### src/rtl/fpu_f32_div_issue.sv
// Issue/collect controller for a multicycle combinational FP32 divider.
// Launches registered operands, captures the quotient after CYCLES clocks and holds it until accepted.
module fpu_f32_div_issue #(
  parameter int unsigned CYCLES = 4,
  parameter int unsigned TAG_W  = 4
) (
  input  logic             CLK,
  input  logic             nRST,
  input  logic             REQ_VALID,
  output logic             REQ_READY,
  input  logic [31:0]      REQ_A,
  input  logic [31:0]      REQ_B,
  input  logic [TAG_W-1:0] REQ_TAG,
  output logic [31:0]      DIV_A,
  output logic [31:0]      DIV_B,
  input  logic [31:0]      DIV_O,
  output logic             O_VALID,
  input  logic             O_READY,
  output logic [31:0]      O_DATA,
  output logic [TAG_W-1:0] O_TAG,
  output logic             O_DZ,
  output logic             O_NV,
  output logic             BUSY
);

  localparam logic [1:0] S_IDLE = 2'd0;
  localparam logic [1:0] S_WAIT = 2'd1;
  localparam logic [1:0] S_DONE = 2'd2;

  localparam logic [3:0] CNT_INIT = 4'(CYCLES - 1);

  logic [1:0]       r_state;
  logic [3:0]       r_cnt;
  logic [31:0]      r_div_a;
  logic [31:0]      r_div_b;
  logic [TAG_W-1:0] r_tag;
  logic             r_dz;
  logic             r_nv;
  logic             r_o_valid;
  logic [31:0]      r_o_data;
  logic [TAG_W-1:0] r_o_tag;
  logic             r_o_dz;
  logic             r_o_nv;

  logic w_a_zero, w_a_inf, w_a_nan;
  logic w_b_zero, w_b_inf, w_b_nan;
  logic w_nv, w_dz;
  logic w_req_ready;
  logic w_accept;

  // Operand classification; denormals count as nonzero finite values.
  always_comb begin
    w_a_zero = (REQ_A[30:0] == '0);
    w_a_inf  = (REQ_A[30:23] == '1) && (REQ_A[22:0] == '0);
    w_a_nan  = (REQ_A[30:23] == '1) && (REQ_A[22:0] != '0);
    w_b_zero = (REQ_B[30:0] == '0);
    w_b_inf  = (REQ_B[30:23] == '1) && (REQ_B[22:0] == '0);
    w_b_nan  = (REQ_B[30:23] == '1) && (REQ_B[22:0] != '0);
    w_nv     = w_a_nan || w_b_nan || (w_a_zero && w_b_zero) || (w_a_inf && w_b_inf);
    w_dz     = w_b_zero && !w_a_zero && !w_a_inf && !w_a_nan && !w_nv;
  end

  assign w_req_ready = (r_state == S_IDLE) || ((r_state == S_DONE) && O_READY);
  assign w_accept    = REQ_VALID && w_req_ready;

  always_ff @(posedge CLK or negedge nRST) begin
    if (!nRST) begin
      r_state   <= S_IDLE;
      r_cnt     <= '0;
      r_div_a   <= '0;
      r_div_b   <= '0;
      r_tag     <= '0;
      r_dz      <= 1'b0;
      r_nv      <= 1'b0;
      r_o_valid <= 1'b0;
      r_o_data  <= '0;
      r_o_tag   <= '0;
      r_o_dz    <= 1'b0;
      r_o_nv    <= 1'b0;
    end else begin
      case (r_state)
        S_WAIT: begin
          if (r_cnt == '0) begin
            r_o_data  <= DIV_O;
            r_o_tag   <= r_tag;
            r_o_dz    <= r_dz;
            r_o_nv    <= r_nv;
            r_o_valid <= 1'b1;
            r_state   <= S_DONE;
          end else begin
            r_cnt <= r_cnt - 4'd1;
          end
        end
        S_DONE: begin
          if (O_READY) begin
            r_o_valid <= 1'b0;
            r_state   <= S_IDLE;
          end
        end
        default: r_state <= S_IDLE;
      endcase
      // A launch overrides the DONE->IDLE transition so back-to-back requests skip IDLE.
      if (w_accept) begin
        r_div_a <= REQ_A;
        r_div_b <= REQ_B;
        r_tag   <= REQ_TAG;
        r_dz    <= w_dz;
        r_nv    <= w_nv;
        r_cnt   <= CNT_INIT;
        r_state <= S_WAIT;
      end
    end
  end

  assign REQ_READY = w_req_ready;
  assign DIV_A     = r_div_a;
  assign DIV_B     = r_div_b;
  assign O_VALID   = r_o_valid;
  assign O_DATA    = r_o_data;
  assign O_TAG     = r_o_tag;
  assign O_DZ      = r_o_dz;
  assign O_NV      = r_o_nv;
  assign BUSY      = (r_state != S_IDLE);

endmodule

### config.mk
export PLATFORM = sky130hd
export DESIGN_NAME = fpu_f32_div_issue
export DESIGN_NICKNAME = d
export VERILOG_FILES = /design/src/rtl/fpu_f32_div_issue.sv
export SDC_FILE = /design/constraint.sdc
export NUM_CORES = 1
export LEC_CHECK = 0
export CORE_UTILIZATION = 41
export CTS_CLUSTER_SIZE = 20
export DETAILED_ROUTE_END_ITERATION = 10
export GPL_ROUTABILITY_DRIVEN = 0
export GPL_TIMING_DRIVEN = 0
export PLACE_DENSITY = 0.79
export SYNTH_ARGS = -nofsm -noshare
export SYNTH_HDL_FRONTEND = slang
export SYNTH_SLANG_ARGS = --single-unit
### constraint.sdc
create_clock -name CLK -period 2.3 [get_ports CLK]
set_clock_uncertainty 0.15 [all_clocks]
set_input_delay 0.46 -clock CLK [delete_from_list [all_inputs] [get_ports CLK]]
set_output_delay 0.46 -clock CLK [all_outputs]
set_load 0.005 [all_outputs]
==> results.cfg, run 1 <==
[outcome]
status = completed

[timing]
fmax_mhz = 477
setup_violations = 0
slew_violations = 0
rsz0062_at_grt = false
report.final.hold_viol_count = 0
worstMarginPinSlew_ns = 0.881
fin_crit_sh = 0.911
slew_headroom = 0.413
min_period_ns = 2.10

[place]
numPortBuffers = 208
hpwl_mm = 9.19
placed_cells = 787

[min_path]
whs_path_depth = 2
min-delay-start = DIV_B[16]
hp-class = reg2reg

[routing]
dr.pass1.iters = 4
avgViaCountPerCell = 4.87
wl_mm = 12.4
wl_met3_um = 928
wl_per_cell_um = 15.1
drc = 0
m1WireLength_mm = 5.06
top_layer_used = met4
wl_met2_mm = 6.16
num_vias = 4006
detail-route-antenna-nets = 0
drt_iter0_drc = 124

[worst_setup_path]
cp-start-kind = register
reg2reg_from = r_cnt[0]
critPathMaxStageDelay_ns = 0.42
slowest_stage = or4_1
startpoint = r_cnt[0]
worstPathRequired_ns = 2.55
reg2reg_depth = 7
crit_path_end_kind = register
worstSetupPathType = reg2reg
worstPathMaxFanout = 4
arrival_ns = 2.34
path_cells = inv_1, ha_1, nor3b_2, or3b_1, or4_1, xor2_1, nor2_2

[synth]
synth_seq_cells = 115
synthDistinctLibCells = 31
synth.avg_cell_area_um2 = 10.4
netlist_area_um2 = 4540
netlist_instances = 438
synth_seq_area_share = 0.633
synthesis.nets = 544
ys_warn_count = 0

[power]
power_density_nw_per_um2 = 1310
finalPower_mw = 9.72
irDropWorstVdd_mv = 0.583
leakage_nw = 3.44

[final_layout]
nets = 775
n_antenna_cell = 0
layout.cells.non_filler = 822
drive_gt1_frac = 0.126
syn_to_final_growth_pct = 63.1

[floorplan]
rows = 38
io_pins = 209
die_h_um = 107
die_w_um = 107
coreArea_um2 = 10800
die-area_um2 = 11500
initial_core_util = 0.419

[cts]
cts_tree = built
clkTransAtPathRegs_ns = 0.06
clkSinkCount = 115
clock_latency_ns = 0.51
htree_levels = 4
clockBufferDepth = 2
cts-root-buf = clkbuf_8
numCtsBuffers = 17

[job]
max_cap_viol_count = 0

[global_routing]
antenna_found_initial = 0
grt_max_degree = 66
gr-usage-all-layers = 0.226
grt_pass1_wl_mm = 19.7
grt.overflow.total = 0
grt_pass1_vias = 4020
per-stage QoR:
stage,TNS [ns],util,hold WS (ns),area [um^2],setup WS [ns]
3_5_place_dp,-2.63,0.630,0.309,6830,-0.336
3_3_place_gp,-418.07,0.627,0.308,6800,-3.64
2_1_floorplan,0,-,0.0144,4540,0.337
6_report,0,0.684,0.318,7410,0.204
5_1_grt,0,0.684,0.307,7410,0.0577
4_1_cts,0,0.683,0.309,7400,0.0157
logic make-up (layout without fill, tap and decap cells):
kind of cell	Yosys count	in the layout	share of synthesized area
and+or+nand+nor	249	249	0.227
DFF	115	115	0.633
muxes	38	38	0.0942
buffers and inverters	22	266	0.0218
AOI/OAI and AO/OA	10	10	0.0140
adders and majority gates	2	2	0.00551
xor gates and xnor gates	2	2	0.00386
final cells by class:
class,instances,area [um^2]
Buffer,19,87.6
Clock buffer,21,439
Fill cell,836,3430
Clock inverter,11,111
Sequential cell,115,2880
Tap cell,140,175
Inverter,3,11.3
Timing Repair Buffer,212,2130
Multi-Input combinational cell,301,1580
worst max-delay path, delay by kind of cell (launching register included):
| kind | cells | cell delay (ns) |
|---|---|---|
| buffers and inverters | 1 | 0.08 |
| adder cells (fa/ha/maj) | 1 | 0.19 |
| AND/OR/NAND/NOR | 4 | 0.99 |
| XOR/XNOR | 1 | 0.18 |
| flip-flops | 1 | 0.38 |
layout by cell type, fill, tap and decap left out, types with 2 or more instances in the layout:
master and n:
buf_2 10, nand2_1 208, clkbuf_1 10, nand2b_1 2
clkdlybuf4s50_1 205, mux2_2 38, ha_1 2, bufinv_16 2
or4_1 3, nor2_1 5, nand4_1 7, nor3_1 3
o21ai_0 2, inv_1 3, dfrtp_1 115, clkinv_2 7
xor2_1 2, buf_4 4, nor4_1 13, clkbuf_16 16
clkbuf_8 2
layer usage:
layer | vias up | GRT usage
li1 | 1890 | -
met1 | 1945 | 0.267
met3 | 19 | 0.0738
met2 | 152 | 0.379
met5 | - | 0
met4 | 0 | 0.0920
repair_timing:
item | 4_1_cts | 5_1_grt
setup buffers | 2 | 0
hold buffers | 1 | 0
endpoints found under the hold margin | 64 | 0
setup endpoints to repair | 2 | 9
gates resized for setup | 2 | 2
cell usage after synthesis:
master     number  area share
o211ai_1        1      0.0017
inv_1           3      0.0025
nand2_1       208        0.17
clkbuf_1        7      0.0058
buf_1           1     0.00083
nand2b_1        2      0.0028
o22ai_1         1      0.0014
ha_1            2      0.0055
and2_1          1      0.0014
a21oi_1         2      0.0022
or3b_1          1      0.0019
buf_2          10       0.011
nor2_2          1      0.0014
or2_2           1      0.0014
a31oi_1         1      0.0014
mux2_2         38       0.094
xor2_1          2      0.0039
or4_1           3      0.0050
a21o_1          1      0.0017
nand3b_1        1      0.0017
dfrtp_1       115        0.63
nor3_1          3      0.0033
buf_4           1      0.0017
a211oi_1        1      0.0017
a2bb2oi_1       1      0.0019
o21ai_0         2      0.0022
nor4_1         13       0.018
nor3b_1         2      0.0033
nor2_1          5      0.0041
nand4_1         7      0.0096
and4_1          1      0.0019
power breakdown:
group	total (mW)	switching (mW)	internal [mW]
sequential	3.48	0.488	2.99
combinational	3.80	1.45	2.35
clock	2.44	0.883	1.55
total	9.72	2.82	6.90
state kept, by name (all words and copies together), names as in the netlist:
signal / count
DIV_A: 32
DIV_B: 32
O_DATA: 32
O_TAG: 4
r_cnt: 4
r_tag: 4
r_state: 2
O_DZ: 1
O_NV: 1
O_VALID: 1
r_dz: 1
r_nv: 1
worst paths after layout:
kind | endpoint | slack (ns)
max in group asynchronous | DIV_A[20] | 0.80
min | DIV_B[16] | 0.32
max reg2reg | r_cnt[3] | 0.20
max | r_cnt[3] | 0.20
min reg2reg | DIV_B[16] | 0.32
min in group asynchronous | DIV_B[7] | 0.46
No activity file was read; power rests on OpenSTA's default activity.
==> run 2, diff against run 1 <==
--- a/constraint.sdc
+++ b/constraint.sdc
@@ -4,2 +4,2 @@
 set_output_delay 0.46 -clock CLK [all_outputs]
-set_load 0.005 [all_outputs]
+set_load 0.1 [all_outputs]
==> run 2 against run 1 <==
Net effect: sequential share of layout area shrank 0.29 points; global-route usage grew 1.1 points; cell count shrank 0.36%; critical endpoint is now REQ_READY; fmax shrank 6.2%; critical path depth shrank 3; hold slack gained 0.0043 ns.
==> results.cfg, run 2 (synthesis results as in run 1) <==
[outcome]
status = completed

[global_routing]
gr-usage-all-layers = 0.237
grt.met3_usage = 0.0751
grt-busiest-layer = met2
grt_pass1_vias = 4245
grt_pass1_wl_mm = 20.7
grt.overflow.total = 0
grtUsageMet2 = 0.405
antenna_found_initial = 0
grt_max_degree = 63
gr-usage-met1 = 0.275

[timing]
slew_headroom = 0.481
fin_crit_sh = 0.971
worstMarginPinSlew_ns = 0.779
min_period_ns = 2.23
setup_tns_ns = 0
fin_hold_ws_ns = 0.323
report.final.hold_viol_count = 0
setup_violations = 0
setup_ws_ns = 0.0662
rsz0062_at_grt = false
fmax_mhz = 448
slew_violations = 0

[final_layout]
utilization = 0.689
syn_to_final_growth_pct = 64.3
drive_gt1_frac = 0.278
nets = 773
n_antenna_cell = 0
final_common_cell = nand2_1
final_cell_mix = nand2_1, dfrtp_1, clkdlybuf4s50_1

[place]
numPortBuffers = 208
pre_cts_slack_ns = -0.648
hpwl_mm = 9.55

[cts]
clkTransAtPathRegs_ns = 0.05
cts-root-buf = clkbuf_8
htree_levels = 4
clkSinkCount = 115
clockBufferDepth = 2
numCtsBuffers = 17
cts_tree = built
cts_setup_buffers = 0
clock_latency_ns = 0.51

[worst_setup_path]
worstPathRequired_ns = 1.69
cp-start-kind = input pin
crit_path_end_kind = output port
path_cells = clkdlybuf4s50_1, inv_1, a21oi_4, buf_2
worstSetupPathType = in2out
arrival_ns = 1.62
startpoint = O_READY
slowest_stage = clkdlybuf4s50_1
reg2reg_from = r_cnt[0]
critPathMaxStageDelay_ns = 0.47
worstPathMaxFanout = 3

[routing]
avgViaCountPerCell = 4.88
dr.pass1.iters = 4
num_vias = 3997
detail-route-antenna-nets = 0
wl_per_cell_um = 15.9
wl_mm = 13.0
drc = 0
drt_iter0_drc = 198

[floorplan]
initial_core_util = 0.419
die-area_um2 = 11500
die_w_um = 107
io_pins = 209
rows = 38
coreArea_um2 = 10800
die_h_um = 107

[job]
max_cap_viol_count = 0

[min_path]
min-delay-start = r_tag[2]
hp-class = reg2reg
run 2: cell count changes in the layout (fill, tap and decap cells not counted), moves of 2 or more:
cell,previous run,this run
buf_4,4,2
clkbuf_2,0,5
clkinvlp_4,1,3
clkdlybuf4s15_2,0,98
clkdlybuf4s50_1,205,102
buf_2,10,12
clkbuf_1,10,8
run 2: path summary, 6_finish.rpt:
path                        endpoint  slack, ns  cells after the start
max in group asynchronous  DIV_A[24]       0.82                      3
setup reg to reg            r_cnt[3]       0.15                      7
hold / removal              r_tag[2]       0.32                      2
setup / recovery           REQ_READY       0.07                      4
min in group asynchronous   DIV_B[9]       0.45                      2
hold reg to reg             r_tag[2]       0.32                      2
run 2: what timing repair did:
item	in CTS	in global routing
endpoints found under the hold margin	61	0
endpoints found under the setup margin	105	5
gates resized for setup	314	5
hold buffers	1	0
pin swaps	0	0
run 2: through the flow:
stage,cell area [um^2],instances
detailed placement,6840,787
global placement,6810,786
global route,7470,819
floorplan,4560,438
finish,7470,819
CTS,7490,819
run 2: critical path: cells and delay by family:
| family | cells | cell delay, ns |
|---|---|---|
| AO/OA/AOI/OAI | 1 | 0.16 |
| buffers and inverters | 3 | 0.99 |
run 2: cell type report:
| cell class | count | area (um^2) |
|---|---|---|
| multi-input combinational | 301 | 1580 |
| fill | 809 | 3370 |
| buffer | 19 | 87.6 |
| inverter | 3 | 11.3 |
| clock inverter | 11 | 87.6 |
| timing repair buffer | 210 | 2200 |
| sequential | 115 | 2880 |
| tap | 140 | 175 |
| clock buffer | 20 | 445 |
run 2: routing by layer:
layer | wire [um] | vias to the layer above
met3 | 969 | 26
li1 | - | 1893
met1 | 5210 | 1919
met4 | 260 | 0
met2 | 6590 | 159
met5 | 0 | -
Power of run 2 is not shown: default switching activity piles up to over one toggle a cycle in this logic, so the estimate is an artifact.
